**src/rtl/rps_match_controller.sv**
```systemverilog
// Best-of-N stone/paper/scissors match sequencer: collects both moves, drives the judge, tallies rounds.
// Optional macro RPS_TIMEOUT_EN: COLLECT timeout that forces a round result without calling the judge.
module rps_match_controller #(
    parameter int ROUNDS_TO_WIN = 2,
    parameter int MAX_ROUNDS    = 7,
    parameter int SCORE_W       = 4,
    parameter int TIMEOUT_CYC   = 255
) (
    input  logic               clk,
    input  logic               rst_n,
    input  logic               ena,
    input  logic               new_match,
    input  logic               p1_valid,
    input  logic [1:0]         p1_move,
    output logic               p1_ready,
    input  logic               p2_valid,
    input  logic [1:0]         p2_move,
    output logic               p2_ready,
    output logic               judge_start,
    output logic [1:0]         judge_p1,
    output logic [1:0]         judge_p2,
    input  logic               judge_done,
    input  logic [1:0]         judge_result,
    output logic [SCORE_W-1:0] score1,
    output logic [SCORE_W-1:0] score2,
    output logic [SCORE_W-1:0] round_cnt,
    output logic               match_over,
    output logic [1:0]         match_winner
);

    typedef enum logic [2:0] {S_IDLE, S_COLLECT, S_JUDGE, S_WAIT, S_SCORE, S_DONE} state_t;

    state_t             state;
    logic               cap1, cap2;
    logic [1:0]         res;
    logic               fire1, fire2, got1, got2;
    logic [SCORE_W-1:0] s1_nxt, s2_nxt, rc_nxt;
    logic               end_match;
    logic [1:0]         win_nxt;

`ifdef RPS_TIMEOUT_EN
    localparam int TMO_W = $clog2(TIMEOUT_CYC + 1);
    logic [TMO_W-1:0] tmo_cnt;
`endif

    assign p1_ready    = ena && (state == S_COLLECT) && !cap1;
    assign p2_ready    = ena && (state == S_COLLECT) && !cap2;
    assign judge_start = ena && (state == S_JUDGE);
    assign fire1       = p1_valid && p1_ready;
    assign fire2       = p2_valid && p2_ready;
    assign got1        = cap1 || fire1;
    assign got2        = cap2 || fire2;

    // Score update for the SCORE cycle; result 11 replays the round untouched.
    always_comb begin
        s1_nxt = score1;
        s2_nxt = score2;
        rc_nxt = round_cnt;
        case (res)
            2'b01: begin s1_nxt = score1 + 1'b1; rc_nxt = round_cnt + 1'b1; end
            2'b10: begin s2_nxt = score2 + 1'b1; rc_nxt = round_cnt + 1'b1; end
            2'b00: rc_nxt = round_cnt + 1'b1;
            default: ;
        endcase
        end_match = (s1_nxt == SCORE_W'(ROUNDS_TO_WIN)) || (s2_nxt == SCORE_W'(ROUNDS_TO_WIN)) ||
                    (rc_nxt == SCORE_W'(MAX_ROUNDS));
        win_nxt   = (s1_nxt > s2_nxt) ? 2'b01 : (s2_nxt > s1_nxt) ? 2'b10 : 2'b00;
    end

    always_ff @(posedge clk or negedge rst_n) begin
        if (!rst_n) begin
            state        <= S_IDLE;
            cap1         <= 1'b0;
            cap2         <= 1'b0;
            res          <= 2'b00;
            judge_p1     <= 2'b00;
            judge_p2     <= 2'b00;
            score1       <= '0;
            score2       <= '0;
            round_cnt    <= '0;
            match_over   <= 1'b0;
            match_winner <= 2'b00;
`ifdef RPS_TIMEOUT_EN
            tmo_cnt      <= '0;
`endif
        end else if (ena) begin
            if (new_match) begin
                // Restart wins over any capture or judge completion in the same cycle.
                state        <= S_COLLECT;
                cap1         <= 1'b0;
                cap2         <= 1'b0;
                res          <= 2'b00;
                judge_p1     <= 2'b00;
                judge_p2     <= 2'b00;
                score1       <= '0;
                score2       <= '0;
                round_cnt    <= '0;
                match_over   <= 1'b0;
                match_winner <= 2'b00;
`ifdef RPS_TIMEOUT_EN
                tmo_cnt      <= '0;
`endif
            end else begin
                case (state)
                    S_COLLECT: begin
                        if (fire1) begin cap1 <= 1'b1; judge_p1 <= p1_move; end
                        if (fire2) begin cap2 <= 1'b1; judge_p2 <= p2_move; end
                        if (got1 && got2) state <= S_JUDGE;
`ifdef RPS_TIMEOUT_EN
                        else if (tmo_cnt == TMO_W'(TIMEOUT_CYC - 1)) begin
                            res   <= {got2 && !got1, got1 && !got2};
                            state <= S_SCORE;
                        end else tmo_cnt <= tmo_cnt + 1'b1;
`endif
                    end
                    S_JUDGE: state <= S_WAIT;
                    S_WAIT: if (judge_done) begin
                        res   <= judge_result;
                        state <= S_SCORE;
                    end
                    S_SCORE: begin
                        score1    <= s1_nxt;
                        score2    <= s2_nxt;
                        round_cnt <= rc_nxt;
                        cap1      <= 1'b0;
                        cap2      <= 1'b0;
                        if (end_match) begin
                            state        <= S_DONE;
                            match_over   <= 1'b1;
                            match_winner <= win_nxt;
                        end else begin
                            state <= S_COLLECT;
`ifdef RPS_TIMEOUT_EN
                            tmo_cnt <= '0;
`endif
                        end
                    end
                    default: ;
                endcase
            end
        end
    end

endmodule

```
**config.mk**
```make
export PLATFORM = sky130hd
export DESIGN_NAME = rps_match_controller
export DESIGN_NICKNAME = d
export VERILOG_FILES = /design/src/rtl/rps_match_controller.sv
export SDC_FILE = /design/constraint.sdc
export NUM_CORES = 1
export LEC_CHECK = 0
export BUFFER_PORTS_ARGS = -buffer_cell sky130_fd_sc_hd__buf_2
export CAP_MARGIN = 20
export CORE_MARGIN = 3
export CORE_UTILIZATION = 49
export DETAILED_ROUTE_END_ITERATION = 10
export PLACE_DENSITY_LB_ADDON = 0.25
export SLEW_MARGIN = 20
export SYNTH_ARGS = -nofsm -noshare
export SYNTH_HDL_FRONTEND = slang
export SYNTH_SLANG_ARGS = --single-unit
```
**constraint.sdc**
```tcl
create_clock -name clk -period 2 [get_ports clk]
set_clock_uncertainty 0.2 [all_clocks]
set_input_delay 0.2 -clock clk [delete_from_list [all_inputs] [get_ports clk]]
set_output_delay 0.2 -clock clk [all_outputs]
set_load 0.005 [all_outputs]
```
==> results_tabular.tex <==
\begin{tabular}{lr}
\hline
Metric & Value \\
\hline
\multicolumn{2}{l}{\textbf{Outcome}} \\
Outcome & complete, but fails checks \\
Failing checks & setup timing \\
\multicolumn{2}{l}{\textbf{Place}} \\
Post-DP HPWL & $\sim$3.1 mm \\
Port buffer count & 34 \\
Number of instances in the placed design & approximately 310 \\
Post-place instance area & 0.002186 mm² \\
Final Wtd Congestion & approximately 0.76 \\
Pre-CTS WS & -328.7 ps \\
\multicolumn{2}{l}{\textbf{Power and ir drop}} \\
Peak VDD IR & 0.7444 mV \\
Power consumption & around 3 mW \\
Power share of the sequential group & 29.0\% \\
Clock network fraction of design power & roughly a tenth \\
Combinational cell fraction of total power & $\sim$62\% \\
PwrDens & around 1200 mW/mm² \\
Leakage power summed over all cells & $\sim$1.2 nW \\
Switching power as a share of total power & 39.41\% \\
Switching power summed over all nets & between 1 and 1.5 mW \\
Pint & around 1.8 mW \\
\multicolumn{2}{l}{\textbf{STA}} \\
Final hold violation count & 0 \\
Shortest clock period the worst path allows after layout & roughly 2300 ps \\
Worst max-slew margin expressed relative to the limit & between 50\% and 60\% \\
Tightest Pin Transition & 622.5 ps \\
Setup violators final & 4 \\
Maximum operating frequency & $\sim$0.43 GHz \\
Period utilization & 115.5\% \\
Setup repair after global routing missed its margin & yes \\
Final-report max-slew violation count & 0 \\
Min Hold Slack & just under 40 ps \\
Worst path setup slack after routing & -310.8 ps \\
\multicolumn{2}{l}{\textbf{Layout}} \\
Fraction of layout instances using a drive strength above 1 & about a third \\
Area overhead of the layout relative to synthesis & 37.42\% \\
Final net count & around 300 \\
Final design instance area without fill & between 0.002 and 0.0025 mm² \\
Diode count & 0 \\
Finished Layout Cells & about 330 \\
\multicolumn{2}{l}{\textbf{Drt}} \\
Average detailed-routed wire length per instance & between 10 and 15 µm \\
Drt total wl & roughly 4.6 mm \\
DR DRC count & 0 \\
Vias after detailed routing & 1780 \\
Detailed-route vias per instance & 5.460 \\
Iter 0 DRT Violations & approximately 130 \\
Antenna Nets Post-Route & 0 \\
Number of detailed-routing iterations run before antenna repair & 4 \\
\multicolumn{2}{l}{\textbf{Min path}} \\
Class of the tightest hold or removal check & input port to flop \\
\multicolumn{2}{l}{\textbf{Synth}} \\
Number of synthesized flops with an enable pin & 0 \\
Total standard cell area after synthesis & between 0.0015 and 0.002 mm² \\
Post-Synthesis Cells & just over 200 \\
Fraction of registers with async set/reset & 100.0\% \\
Register bit count reported by yosys & 26 \\
Sequential-to-total area share from yosys stat & a little under two fifths \\
Synth Net Count & between 200 and 250 \\
Distinct cell type count after synthesis & 45 \\
Synth Warn \# & 0 \\
Prevailing post-synth register cell & sky130\_fd\_sc\_hd\_\_dfrtp\_1 \\
Post-synthesis area per instance & between 8 and 9 µm² \\
\multicolumn{2}{l}{\textbf{Clocking}} \\
Clock net sink count & 26 \\
Worst-Skew Late Latency & 330 ps \\
H-tree level count & 1 \\
CTS tree & done \\
Number of buffers between clock root and the deepest sink & 2 \\
Root buf cell & sky130\_fd\_sc\_hd\_\_clkbuf\_4 \\
Number of buffers inserted during clock tree synthesis & 3 \\
Clock transition at the registers of the reported paths & 150 ps \\
\multicolumn{2}{l}{\textbf{GRT}} \\
Global-route congestion overflow total & 0 \\
M2 GR Usage & 38.80\% \\
Initial antenna violation count & 0 \\
Global-route wire length before repair & 7.665 mm \\
Vias in the first global route & between 1500 and 2000 \\
Most crowded layer after global routing & met2 \\
Global-route track usage on met1 & 28.71\% \\
Total routing usage reported by global routing & a little under a quarter \\
Met3 Use GR & 3.061\% \\
Largest net degree at the start of global routing & 28 \\
\multicolumn{2}{l}{\textbf{Critical path}} \\
Kind of end point of the critical path & flop \\
FF-to-FF setup slack & -310 ps \\
Worst endpoint data arrival time & around 2300 ps \\
Crit path launch type & flop \\
Type of the worst setup path & flop to flop \\
Data required time of the critical path & $\sim$2000 ps \\
Critical Path Fanout Max & 2 \\
\multicolumn{2}{l}{\textbf{Floorplanning}} \\
Width of the chip & between 60 and 70 µm \\
Effective utilization at floorplan & between 50\% and 60\% \\
Number of placement rows & 21 \\
Total Die Area & around 0.0043 mm² \\
Y dimension of the die & $\sim$66 µm \\
Area of the core region & between 0.003 and 0.004 mm² \\
I/O pin count & 35 \\
\multicolumn{2}{l}{\textbf{Flow run}} \\
Number of max-capacitance violations reported & 0 \\
\hline
\end{tabular}
-- placed cells by master, fill, tap and decap left out, drive strengths merged, types with 7 or more instances in the layout --
| master | instances |
|---|---|
| dlygate4sd3 | 8 |
| inv | 13 |
| dfrtp | 26 |
| a21oi | 19 |
| buf | 78 |
| o21ai | 15 |
| nor3 | 9 |
| ha | 7 |
| nand2 | 27 |
| o22ai | 7 |
-- final cells by class --
class                      instances  area, µm²
clock buffer                       4      36.28
fill                             250      977.2
inverter                          13      48.80
multi-input combinational        151       1030
sequential                        26      651.9
tap                               46      57.56
timing repair buffer              86      588.1
-- timing repair --
item	in CTS	in global routing
hold buffers	8	0
pin swaps	12	5
setup buffers	5	1
hold endpoints to repair	33	0
gates resized for setup	8	7
endpoints found under the setup margin	4	6
-- worst paths after layout --
kind / startpoint / end / cells after the start
worst max-delay path: score1[1] / match_winner[1] / 9
worst max register to register: score1[1] / match_winner[1] / 9
worst min-delay path: p1_valid / cap1 / 3
max in group asynchronous: rst_n / res[0] / 2
min in group asynchronous: rst_n / round_cnt[1] / 2
worst min register to register: cap1 / cap1 / 2
-- Yosys cell counts (4+ instances only) --
cell type / count / share of area (%)
sky130_fd_sc_hd__nand2b_1: 4 / 1.4
sky130_fd_sc_hd__dfrtp_1: 26 / 37
sky130_fd_sc_hd__nor2_1: 5 / 1.1
sky130_fd_sc_hd__o21ai_0: 14 / 4.0
sky130_fd_sc_hd__o22ai_1: 7 / 2.5
sky130_fd_sc_hd__clkbuf_1: 10 / 2.1
sky130_fd_sc_hd__nor2b_1: 4 / 1.4
sky130_fd_sc_hd__a21oi_1: 19 / 5.4
sky130_fd_sc_hd__nand2_1: 27 / 5.8
sky130_fd_sc_hd__xor2_1: 4 / 2.0
sky130_fd_sc_hd__nor3_1: 9 / 2.6
sky130_fd_sc_hd__mux2i_1: 5 / 2.9
sky130_fd_sc_hd__xnor2_1: 4 / 2.0
sky130_fd_sc_hd__ha_1: 7 / 5.0
sky130_fd_sc_hd__nand4_1: 4 / 1.4
sky130_fd_sc_hd__inv_1: 13 / 2.8
-- registers in the layout, indices dropped and copies added (netlist names) --
register and cells:
match_winner 2, match_over 1, score2 4, res 2, cap2 1, judge_p1 2, round_cnt 4, score1 4
state 3, cap1 1, judge_p2 2
-- layer usage --
| metal | vias to the layer above | wire length (µm) |
|---|---|---|
| met5 | - | 0 |
| met4 | 0 | 85 |
| met3 | 8 | 220 |
| met2 | 47 | 2241 |
| met1 | 839 | 2027 |
| li1 | 886 | - |
-- critical path, cell delays in order (launching register included) --
cell and delay, ps:
sky130_fd_sc_hd__dfrtp_1 430, sky130_fd_sc_hd__ha_1 310, sky130_fd_sc_hd__mux2i_1 250, sky130_fd_sc_hd__ha_1 310
sky130_fd_sc_hd__nor2b_4 130, sky130_fd_sc_hd__o21a_1 160, sky130_fd_sc_hd__o21ai_1 120, sky130_fd_sc_hd__nand2b_1 100
sky130_fd_sc_hd__nand4_1 100, sky130_fd_sc_hd__o311ai_1 90
-- power groups by stage --
stage / sequential [mW] / combinational (mW) / clock [mW]
after floorplan: 0.865 / 0.944 / 0
after global placement: 0.854 / 1.57 / 0
after detailed placement: 0.865 / 1.60 / 0
after CTS: 0.854 / 1.72 / 0.290
after global routing: 0.886 / 2.01 / 0.307
final: 0.859 / 1.82 / 0.280
-- cell families after synthesis --
group | count (synthesis) | synth area share (%)
AO/OA/AOI/OAI | 58 | 20.03
flip-flops | 26 | 37.06
adder cells (fa/ha/maj) | 7 | 4.989
buffers and inverters | 29 | 7.484
multiplexers | 5 | 2.851
AND/OR/NAND/NOR | 73 | 23.59
XOR/XNOR | 8 | 3.991
-- per-stage QoR --
step	setup TNS, ps	utilization [%]
finish	-775.1	71.17
global route	-1083	71.17
CTS	-639.9	69.95
detailed placement	-1042	64.49
global placement	-631.5	64.49
floorplan	-581.9	-
Note: power is estimated with default switching activity, not from simulation.
